`config.mk`:
```
export PLATFORM = sky130hd
export DESIGN_NAME = filt_decim_fifo
export DESIGN_NICKNAME = d
export VERILOG_FILES = /design/src/rtl/filt_decim_fifo.sv
export SDC_FILE = /design/constraint.sdc
export NUM_CORES = 1
export LEC_CHECK = 0
export CORE_UTILIZATION = 47
export DETAILED_ROUTE_END_ITERATION = 6
export HOLD_SLACK_MARGIN = 0.15
export PLACE_DENSITY_LB_ADDON = 0.05
export SLEW_MARGIN = 40
export SYNTH_ARGS = -nofsm -noshare
export SYNTH_HDL_FRONTEND = slang
export SYNTH_SLANG_ARGS = --single-unit
```
`constraint.sdc`:
```
create_clock -name clk -period 8.1 [get_ports clk]
set_clock_uncertainty 0.15 [all_clocks]
set_input_delay 1.62 -clock clk [delete_from_list [all_inputs] [get_ports clk]]
set_output_delay 1.62 -clock clk [all_outputs]
set_load 0.01 [all_outputs]
```
`src/rtl/filt_decim_fifo.sv`:
```
// Boxcar decimator for the 8-bit IIR filter output. Decimated samples go into a
// first-word-fall-through FIFO that is drained over valid/ready, with a sticky overflow flag.
module filt_decim_fifo #(
  parameter int DECIM_LOG2 = 2,
  parameter int DEPTH_LOG2 = 4
) (
  input  logic                  clk,
  input  logic                  rst,
  input  logic                  en,
  input  logic [7:0]            din,
  output logic [7:0]            dout,
  output logic                  dout_valid,
  input  logic                  dout_ready,
  output logic [DEPTH_LOG2:0]   count,
  output logic                  ovf,
  input  logic                  clr_ovf
);

  localparam int AW    = 8 + DECIM_LOG2;
  localparam int PW    = (DECIM_LOG2 > 0) ? DECIM_LOG2 : 1;
  localparam int CW    = DEPTH_LOG2 + 1;
  localparam int DEPTH = 1 << DEPTH_LOG2;
  localparam logic [PW-1:0] LAST_PHASE = PW'((1 << DECIM_LOG2) - 1);
  localparam logic [CW-1:0] FULL_COUNT = CW'(DEPTH);

  logic signed [AW-1:0]   r_acc;
  logic [PW-1:0]          r_phase;
  logic [7:0]             r_mem [DEPTH];
  logic [DEPTH_LOG2-1:0]  r_wr_ptr;
  logic [DEPTH_LOG2-1:0]  r_rd_ptr;
  logic [CW-1:0]          r_count;
  logic                   r_valid;
  logic                   r_ovf;

  logic signed [AW-1:0]   w_sum;
  logic [7:0]             w_result;
  logic                   w_block_end;
  logic                   w_push;
  logic                   w_pop;
  logic                   w_full;
  logic                   w_write;
  logic                   w_drop;
  logic [CW-1:0]          w_count_next;

  // With DECIM_LOG2=0 the phase stays at 0, so every enabled sample ends a block.
  always_comb begin
    w_sum        = r_acc + AW'($signed(din));
    w_result     = 8'(w_sum >>> DECIM_LOG2);
    w_block_end  = (r_phase == LAST_PHASE);
    w_push       = en & w_block_end;
    w_pop        = r_valid & dout_ready;
    w_full       = (r_count == FULL_COUNT);
    w_write      = w_push & (~w_full | w_pop);
    w_drop       = w_push & w_full & ~w_pop;
    w_count_next = r_count;
    case ({w_write, w_pop})
      2'b10:   w_count_next = r_count + 1'b1;
      2'b01:   w_count_next = r_count - 1'b1;
      default: w_count_next = r_count;
    endcase
  end

  always_ff @(posedge clk) begin
    if (rst) begin
      r_acc   <= '0;
      r_phase <= '0;
    end else if (en) begin
      if (w_block_end) begin
        r_acc   <= '0;
        r_phase <= '0;
      end else begin
        r_acc   <= w_sum;
        r_phase <= r_phase + 1'b1;
      end
    end
  end

  always_ff @(posedge clk) begin
    if (rst) begin
      r_wr_ptr <= '0;
      r_rd_ptr <= '0;
      r_count  <= '0;
      r_valid  <= 1'b0;
    end else begin
      if (w_write) r_wr_ptr <= r_wr_ptr + 1'b1;
      if (w_pop)   r_rd_ptr <= r_rd_ptr + 1'b1;
      r_count <= w_count_next;
      r_valid <= (w_count_next != '0);
    end
  end

  always_ff @(posedge clk) begin
    if (w_write) r_mem[r_wr_ptr] <= w_result;
  end

  // A dropped push on the same edge as clr_ovf leaves the flag set.
  always_ff @(posedge clk) begin
    if (rst)          r_ovf <= 1'b0;
    else if (w_drop)  r_ovf <= 1'b1;
    else if (clr_ovf) r_ovf <= 1'b0;
  end

  always_comb begin
    dout       = r_valid ? r_mem[r_rd_ptr] : '0;
    dout_valid = r_valid;
    count      = r_count;
    ovf        = r_ovf;
  end

endmodule

```
; ---- Word level (Yosys, flattened, before mapping)
; Memories as Yosys holds them, arrays and structs flattened. A register that Yosys moved wholly into a read port is not among the register bits.
; Index checks and enable logic that the tools add are counted.
[classes]
addsub = 6
n_eq_ne = 4
n_mux = 10
bitwise = 8
reduce_logical = 2
[op_table]
columns = cell, n
row1 = 10-bit by 8-bit adder with 10-bit output, 1
row2 = 10-bit two-way mux, 1
row3 = 5-bit case mux with 2 select lines, 1
row4 = "4-bit by 1-bit adder with 4-bit output, second input constant", 2
row5 = 4-bit two-way mux, 2
row6 = 8-bit two-way mux, 1
row7 = "5-bit by 1-bit adder with 5-bit output, second input constant", 1
row8 = 1-bit bitwise AND, 5
row9 = "5-bit equality test, second input constant", 1
row10 = 5-bit nonzero test, 1
row11 = "5-bit by 1-bit subtractor with 5-bit output, second input constant", 1
row12 = "2-bit equality test, second input constant", 2
row13 = 1-bit two-way mux, 4
row14 = "2-bit by 1-bit adder with 2-bit output, second input constant", 1
row15 = "2-bit by 1-bit equality test with 1-bit output, second input constant", 1
row16 = 2-bit two-way mux, 1
row17 = 1-bit NOT, 2
row18 = 2-bit nonzero test, 1
row19 = 1-bit OR, 1
[word_totals]
reg_bits = 27
ram_bits = 128
input_bits = 13
output_inout_bits = 15
wordCells = 38
mem_count = 1
[memory_table]
columns = memory, depth, width, rd, rd_ports_with_merged_regs, wr, line
row1 = r_mem, 16, 8, 1, 1, 1, 28  ; logic [7:0] r_mem [DEPTH];

; ---- Longest topological paths before layout
; Gate-level depths: netlist of the first run.
[logic_depth]
ltp_word = 7
ltp_mapped = 11
mapped_depth_nobuf = 10

; ---- Least setup slack after synthesis of the first run
; Ideal clock, no wire load.
[synth_path]
path_type = input port to flip-flop
startpoint = input port din[1]
endpoint = memory r_mem[0][5], data pin
setup_ns = 0.289
arrival_time_ns = 3.529
required_time_ns = 7.661
path_slack_ns = 4.132
stages = 6
n_path_buf = 0
path_cell_list = ha_1 a211oi_1 o21ai_0 a2111oi_0 nor2_1 xor2_1
[synth_via]
elab_chain_cells = 1
[synth_rtl]
columns = element, line
row1 = "start, declared", 10  ; input logic [7:0] din,
row2 = 10-bit by 8-bit adder with 10-bit output, 47  ; w_sum = r_acc + AW'($signed(din));
row3 = net w_sum[7], 35  ; logic signed [AW-1:0] w_sum;
row4 = "end, declared", 28
; The timed path passes the listed nets, and every way through them passes these cells.

==> flow_metrics.py, run 1 <==
metrics = {
    "run_status": {
        "status": "complete, no violations",
    },
    "power_and_ir_drop": {
        "vdd_drop_max_uv": 146,
        "power_mw": 2.06,
        "p_leak_nw": 2.60,
        "p_per_area_nw_per_um2": 263,
    },
    "global_routing": {
        "use_met3_pct": 4.35,
        "grt_pass1_wl_um": 21900,
        "grt_pass1_vias": 3802,
        "grt_busiest_layer": "met2",
        "grt_max_degree": 33,
        "grt_use_met1_pct": 27.6,
        "antenna_found_initial": 0,
        "met2_usage_pct": 33.6,
        "grt_overflow": 0,
        "grt.total_usage_pct": 20.8,
    },
    "clock_network": {
        "cts.sinks": 159,
        "cts_tree": "yes",
        "cts_buffer_depth": 2,
        "ctsResizeCount": 0,
        "clkTransAtPathRegs_ns": 0.06,
        "postCtsSetupRepairBufs": 0,
        "htreeDepth": 4,
        "numCtsBuffers": 17,
        "cts_hold_buf": 0,
        "cts_root_buffer": "clkbuf_16",
        "clk_latency_ns": 0.42,
    },
    "synthesis": {
        "synthCells": 429,
        "synth-seq-cells": 159,
        "yosysWarnings": 0,
        "syn_avg_cell_area_um2": 15.8,
        "synthTopCellsByArea": "edfxtp_1, mux4_2, dfxtp_1",
        "netlist.area_leader.share_pct": 56.6,
        "yosysSeqAreaShare_pct": 65.8,
        "yosys.area.top_type": "edfxtp_1",
        "synth_nets": 459,
        "syn_area_um2": 6790,
        "synth_edf_count": 128,
        "ys_types": 47,
        "async_flop_share_pct": 0,
        "synthFlopType": "edfxtp_1",
    },
    "die": {
        "ios": 28,
        "dieArea_um2": 14900,
        "core_area_um2": 14000,
        "die_h_um": 122,
        "die_x_um": 122,
        "row_count": 43,
        "start_util_pct": 48.5,
    },
    "critical_path": {
        "required_ns": 6.33,
        "rr_endpoint": "dout_valid",
        "path_max_fanout": 32,
        "r2r_start": "dout_valid",
        "worstSetupPathType": "reg -> out",
        "worstRegToRegCells": 9,
        "crit_path_end_kind": "output port",
        "cp-start-kind": "flop",
        "cp.arrival_ns": 3.08,
        "r2r_slack_ns": 4.98,
        "crit_end": "dout[0]",
    },
    "final_layout": {
        "final_cell_mix": "edfxtp_1, mux4_2, dfxtp_1",
        "layout-drive-gt1-share_pct": 21.3,
        "diodes": 0,
        "area_delta_synth_final_pct": 15.0,
        "nets": 491,
        "final_common_cell": "edfxtp_1",
        "fillCellCount": 1158,
    },
    "routing": {
        "vias": 3644,
        "drt-pass1-iter-count": 4,
        "drtIter0Drc": 232,
        "wire_per_inst_um": 21.1,
        "ant_nets": 0,
        "drcViolationCount": 0,
        "drt_wl_total_um": 13800,
        "viasPerCell": 5.57,
    },
    "sta": {
        "finalHoldViolCount": 0,
        "fin_ws_ns": 3.25,
        "final.setup.tns_ns": 0,
        "max_freq_ghz": 0.206,
        "slew_viol_final": 0,
        "slew_headroom_pct": 49.7,
        "rsz0062_at_grt": "false",
        "worst_slew_pin_slew_ns": 0.753,
        "period_share_pct": 59.8,
        "finalSetupViolCount": 0,
        "finalCriticalPeriod_ns": 4.85,
    },
    "worst_hold_path": {
        "hold_depth": 2,
        "hold_class": "reg -> reg",
    },
    "run": {
        "drv_cap": 0,
    },
    "place": {
        "gp_congestion": 0.832,
        "hpwl_um": 9130,
        "place_ws_ns": 2.99,
        "numPortBuffers": 27,
    },
}
[worst min path at each step]
stage / slack, ns / endpoint / startpoint
2_1_floorplan: 0.30 / r_acc[4] / r_acc[4]
3_3_place_gp: 0.31 / ovf / ovf
3_5_place_dp: 0.32 / ovf / ovf
4_1_cts: 0.33 / ovf / ovf
5_1_grt: 0.34 / ovf / ovf
6_report: 0.32 / ovf / ovf
[report_power, final]
part | total (mW) | switching, mW | leakage [nW] | internal (mW)
Clock | 0.691 | 0.305 | 0.257 | 0.386
Combinational | 0.387 | 0.207 | 0.937 | 0.180
Sequential | 0.980 | 0.0262 | 1.40 | 0.953
Total | 2.06 | 0.538 | 2.60 | 1.52
[area by class of cell]
type | instances | area, um^2 | area share [%]
Sequential cell | 159 | 4470 | 57.2
Multi-Input combinational cell | 237 | 2250 | 28.8
Clock buffer | 19 | 433 | 5.54
Timing Repair Buffer | 33 | 310 | 3.97
Tap cell | 180 | 225 | 2.88
Clock inverter | 13 | 73.8 | 0.945
Inverter | 13 | 48.8 | 0.625
[cell families (layout without fill, tap and decap cells)]
group | after synthesis | in the layout | synth area share (%)
and+or+nand+nor | 117 | 117 | 8.65
DFF | 159 | 159 | 65.8
xor gates and xnor gates | 13 | 13 | 1.68
muxes | 45 | 45 | 14.0
adders and majority gates | 17 | 17 | 3.24
buffers and inverters | 33 | 78 | 2.23
AOI/OAI and AO/OA | 45 | 45 | 4.42
[synthesized netlist by cell type, types with 7 or more instances]
cell type  number
edfxtp_1      128
mux4_2         40
nor2_1         39
dfxtp_1        31
ha_1           16
a21oi_1        15
nand2_1        15
inv_1          13
and2_1         11
nor3_1          9
nor2b_1         8
clkbuf_1        7
nand2b_1        7
nand3_1         7
xnor2_1         7
[per-stage QoR]
| step | hold slack [ns] | cells | util [%] | area [um^2] |
|---|---|---|---|---|
| detailed placement | 0.323 | 622 | 52.2 | 7300 |
| floorplan | 0.300 | 429 | - | 6790 |
| CTS | 0.331 | 654 | 55.8 | 7800 |
| global placement | 0.313 | 622 | 51.7 | 7230 |
| global route | 0.343 | 654 | 55.8 | 7810 |
| finish | 0.323 | 654 | 55.8 | 7810 |
[per-layer routing]
metal  share of wire, %  wire length (um)  up-vias
met5                  0                 0        -
met1                 45              6220     1832
met2                 50              6850       70
met3                3.3               459       15
met4                1.8               242        0
li1                   -                 -     1727
[critical path, stage by stage, from the launching register on]
cell and delay (ns):
dfxtp_2 0.31, buf_4 0.53, mux4_2 0.64, mux4_2 0.49
and2_1 0.18, clkdlybuf4s50_1 0.47
[registers in the layout, indices dropped and copies added (netlist names), named ones only]
register    count
r_mem         128
r_acc          10
count           5
r_rd_ptr        4
r_wr_ptr        4
r_phase         2
dout_valid      1
ovf             1
(Power assumes the default switching activity.)
==> run 2, diff against run 1 <==
Clock period 8.1 ns to 4.8 ns, I/O delays scaled along.
==> flow_metrics.py, run 2 (synthesis results as in run 1) <==
metrics = {
    "clock_network": {
        "htreeDepth": 4,
        "cts_hold_buf": 0,
        "clk_latency_ns": 0.42,
        "clkTransAtPathRegs_ns": 0.06,
        "cts_tree": "yes",
        "postCtsSetupRepairBufs": 0,
        "ctsResizeCount": 0,
        "cts.sinks": 159,
        "cts_root_buffer": "clkbuf_16",
        "numCtsBuffers": 17,
        "cts_buffer_depth": 2,
    },
    "final_layout": {
        "final_util_pct": 57.1,
        "fillCellCount": 1155,
        "largest_reg_flops": 128,
        "nets": 507,
        "area_delta_synth_final_pct": 17.7,
        "final_common_cell": "edfxtp_1",
        "top_register": "r_mem",
        "final_cell_mix": "edfxtp_1, mux4_2, nor2_1",
        "diodes": 0,
        "layout-drive-gt1-share_pct": 20.2,
    },
    "routing": {
        "drcViolationCount": 0,
        "wire_per_inst_um": 20.3,
        "ant_nets": 0,
        "vias": 3761,
        "drt-pass1-iter-count": 5,
        "drtIter0Drc": 309,
        "drt_wl_total_um": 13600,
        "viasPerCell": 5.61,
    },
    "run_status": {
        "status": "complete, no violations",
    },
    "global_routing": {
        "grt_pass1_wl_um": 21200,
        "grt_pass1_vias": 3710,
        "antenna_found_initial": 0,
        "grt.total_usage_pct": 20.2,
        "grt_overflow": 0,
        "grt_max_degree": 33,
    },
    "sta": {
        "final.setup.tns_ns": 0,
        "finalHoldViolCount": 0,
        "worst_slew_pin_slew_ns": 0.852,
        "finalCriticalPeriod_ns": 4.21,
        "rsz0062_at_grt": "false",
        "slew_viol_final": 0,
        "fin_ws_ns": 0.594,
        "period_share_pct": 87.6,
        "finalSetupViolCount": 0,
        "slew_headroom_pct": 43.0,
        "max_freq_ghz": 0.238,
    },
    "critical_path": {
        "r2r_slack_ns": 1.69,
        "worstSetupPathType": "reg -> out",
        "path_max_fanout": 18,
        "r2r_start": "dout_valid",
        "required_ns": 3.69,
        "crit_path_end_kind": "output port",
        "cp-start-kind": "flop",
        "worstRegToRegCells": 9,
        "cp.arrival_ns": 3.10,
        "rr_endpoint": "dout_valid",
    },
    "place": {
        "gp_congestion": 0.845,
        "numPortBuffers": 27,
        "place_ws_ns": 0.550,
        "hpwl_um": 9060,
    },
    "die": {
        "die_x_um": 122,
        "die_h_um": 122,
        "row_count": 43,
        "dieArea_um2": 14900,
        "core_area_um2": 14000,
        "ios": 28,
        "start_util_pct": 48.5,
    },
    "worst_hold_path": {
        "hold_depth": 2,
        "min_from": "ovf",
        "hold_class": "reg -> reg",
        "hold_path_end": "ovf",
    },
    "power_and_ir_drop": {
        "vdd_drop_max_uv": 248,
        "power_mw": 3.69,
        "p_per_area_nw_per_um2": 462,
        "p_leak_nw": 2.70,
    },
    "run": {
        "drv_cap": 0,
    },
}
==> run 2: cell count changes in the layout (fill, tap and decap cells not counted), moves of 3 or more <==
cell	delta
clkbuf_8	+5
nor2_1	+10
nor3_2	-4
nor3_1	+4
nor2_2	-10
clkinv_2	-7
buf_4	+15
bufinv_16	+3
==> run 2: where the power goes <==
part	switching, mW	internal [mW]
Combinational	0.323	0.315
Clock	0.494	0.883
Sequential	0.0656	1.61
==> run 2: per-layer routing <==
layer | share of wire [%] | vias up | wire length (um) | GRT usage, %
met5 | 0 | - | 0 | 0
met4 | 1.5 | 0 | 202 | 7.32
met3 | 3.8 | 16 | 522 | 4.54
met2 | 49 | 82 | 6740 | 32.6
met1 | 45 | 1902 | 6160 | 27.1
li1 | - | 1761 | - | -
==> run 2: critical path: stages, from the launching register on <==
cell and delay (ns):
dfxtp_2 0.71, buf_12 0.28, mux4_2 0.52, mux4_2 0.51, and2_1 0.18, clkdlybuf4s50_1 0.47
==> run 2: layout make-up <==
| cell class | instances | area [um^2] | share of cell area (%) |
|---|---|---|---|
| Clock buffer | 25 | 505 | 6.33 |
| Clock inverter | 7 | 108 | 1.35 |
| Inverter | 13 | 48.8 | 0.611 |
| Timing Repair Buffer | 49 | 448 | 5.61 |
| Multi-Input combinational cell | 237 | 2190 | 27.4 |
| Sequential cell | 159 | 4470 | 55.9 |
| Tap cell | 180 | 225 | 2.82 |
==> run 2: through the flow <==
stage          hold slack [ns]  area (um^2)  cells
4_1_cts                  0.333         7980    670
5_1_grt                  0.357         7990    670
3_5_place_dp             0.318         7360    638
6_report                 0.328         7990    670
2_1_floorplan            0.300         6790    429
3_3_place_gp             0.311         7360    638
==> run 2: worst max-delay path by stage <==
stage / slack [ns] / end
2_1_floorplan: 1.49 / r_mem[0][5]
3_3_place_gp: 0.62 / r_mem[0][5]
3_5_place_dp: 0.55 / r_mem[0][5]
4_1_cts: 0.50 / dout[0]
5_1_grt: 0.42 / dout[0]
6_report: 0.59 / dout[0]
==> run 3, diff against run 2 <==
Settings changed: CTS_BUF_LIST set to sky130_fd_sc_hd__clkbuf_8.
==> flow_metrics.py, run 3 (synthesis results as in run 1) <==
metrics = {
    "run_status": {
        "status": "complete, no violations",
    },
    "global_routing": {
        "grt_max_degree": 33,
        "grt_pass1_vias": 3708,
        "grt.total_usage_pct": 20.0,
        "grt_pass1_wl_um": 21000,
        "grt_overflow": 0,
        "antenna_found_initial": 0,
    },
    "critical_path": {
        "path_max_fanout": 18,
        "crit_path_end_kind": "output port",
        "slowest_stage": "dfxtp_2",
        "worstSetupPathType": "reg -> out",
        "crit_chain": "buf_12 > mux4_2 > mux4_2 > and2_1 > clkdlybuf4s50_1",
        "crit_path_max_incr_delay_ns": 0.72,
        "r2r_slack_ns": 1.70,
        "required_ns": 3.69,
        "cp_num_buf_inv": 2,
        "critPathTopFamily": "multiplexers",
        "cp.arrival_ns": 3.13,
        "cp-start-kind": "flop",
        "crit_top_cell": "mux4_2",
    },
    "die": {
        "die_x_um": 122,
        "ios": 28,
        "die_h_um": 122,
        "core_area_um2": 14000,
        "dieArea_um2": 14900,
        "start_util_pct": 48.5,
        "row_count": 43,
    },
    "worst_hold_path": {
        "hold_class": "reg -> reg",
    },
    "routing": {
        "wire_per_inst_um": 20.3,
        "drt_wl_total_um": 13600,
        "drtIter0Drc": 271,
        "ant_nets": 0,
        "viasPerCell": 5.59,
        "vias": 3742,
        "wl_met3_um": 522,
        "drt-pass1-iter-count": 4,
        "met1_length_um": 6140,
        "wl_met2_um": 6720,
        "drcViolationCount": 0,
        "dr.max_layer_used": "met4",
    },
    "final_layout": {
        "largest_reg_flops": 128,
        "fin_cells": 670,
        "nets": 507,
        "top_register": "r_mem",
        "fillCellCount": 1165,
        "diodes": 0,
        "multi_input_area_um2": 2190,
        "final_area_um2": 7800,
        "final_cell_mix": "edfxtp_1, mux4_2, nor2_1",
        "area_delta_synth_final_pct": 14.9,
        "layout-drive-gt1-share_pct": 20.2,
        "final_common_cell": "edfxtp_1",
        "regArea_um2": 4470,
    },
    "place": {
        "hpwl_um": 9060,
        "place_ws_ns": 0.550,
        "gp_congestion": 0.845,
        "numPortBuffers": 27,
        "dpl_cell_area_um2": 7360,
        "placed_cells": 638,
    },
    "sta": {
        "final.setup.tns_ns": 0,
        "period_share_pct": 88.4,
        "worst_slew_pin_slew_ns": 0.845,
        "finalSetupViolCount": 0,
        "slew_viol_final": 0,
        "rsz0062_at_grt": "false",
        "fin_ws_ns": 0.559,
        "max_freq_ghz": 0.236,
        "slew_headroom_pct": 43.5,
        "finalCriticalPeriod_ns": 4.24,
        "finalHoldViolCount": 0,
    },
    "run": {
        "drv_cap": 0,
    },
    "clock_network": {
        "cts_tree": "yes",
        "cts_root_buffer": "clkbuf_8",
        "ctsResizeCount": 0,
        "numCtsBuffers": 17,
        "cts_hold_buf": 0,
        "cts.sinks": 159,
        "clkTransAtPathRegs_ns": 0.07,
        "clk_latency_ns": 0.44,
        "htreeDepth": 4,
        "cts_buffer_depth": 2,
        "postCtsSetupRepairBufs": 0,
    },
    "power_and_ir_drop": {
        "vdd_drop_max_uv": 194,
        "p_per_area_nw_per_um2": 428,
        "p_leak_nw": 2.63,
    },
}
## run 3: report_power, final
group / internal, mW / switching, mW / total (mW)
sequential: 1.61 / 0.0659 / 1.67
clock: 0.574 / 0.454 / 1.03
combinational: 0.315 / 0.323 / 0.638
total: 2.49 / 0.843 / 3.34
## run 3: per-stage QoR
stage	power, mW	hold slack, ns	utilization, %
3_3_place_gp	2.34	0.311	52.6
2_1_floorplan	2.11	0.300	-
3_5_place_dp	2.35	0.318	52.6
5_1_grt	3.48	0.360	55.7
6_report	3.34	0.331	55.7
4_1_cts	3.37	0.336	55.6
## run 3: cell type report
type	count	share of cell area, %
repair buffers	49	5.75
flip-flops and latches	159	57.3
inverters	13	0.626
multi-input cells	237	28.1
clock buffers	22	3.88
well taps	180	2.89
clock inverters	10	1.52
## run 3: worst paths after layout
kind	start	endpoint	cells after the start
max	flop	dout[0]	5
min	ovf	ovf	2
max reg2reg	dout_valid	dout_valid	9
min reg2reg	ovf	ovf	2
## run 3: worst reg2reg max path: cells and delay by family, from the launching register on
family / cells / cell delay [ns]
and+or+nand+nor: 2 / 0.53
xor gates and xnor gates: 1 / 0.15
AOI/OAI and AO/OA: 4 / 1.22
adders and majority gates: 1 / 0.24
buffers and inverters: 1 / 0.05
DFF: 1 / 0.63
## run 3: layer usage
metal  vias to the layer above  track usage [%]
met2                        86             32.7
li1                       1753                -
met1                      1883             26.8
met3                        20             3.84
met4                         0             7.09
met5                         -                0
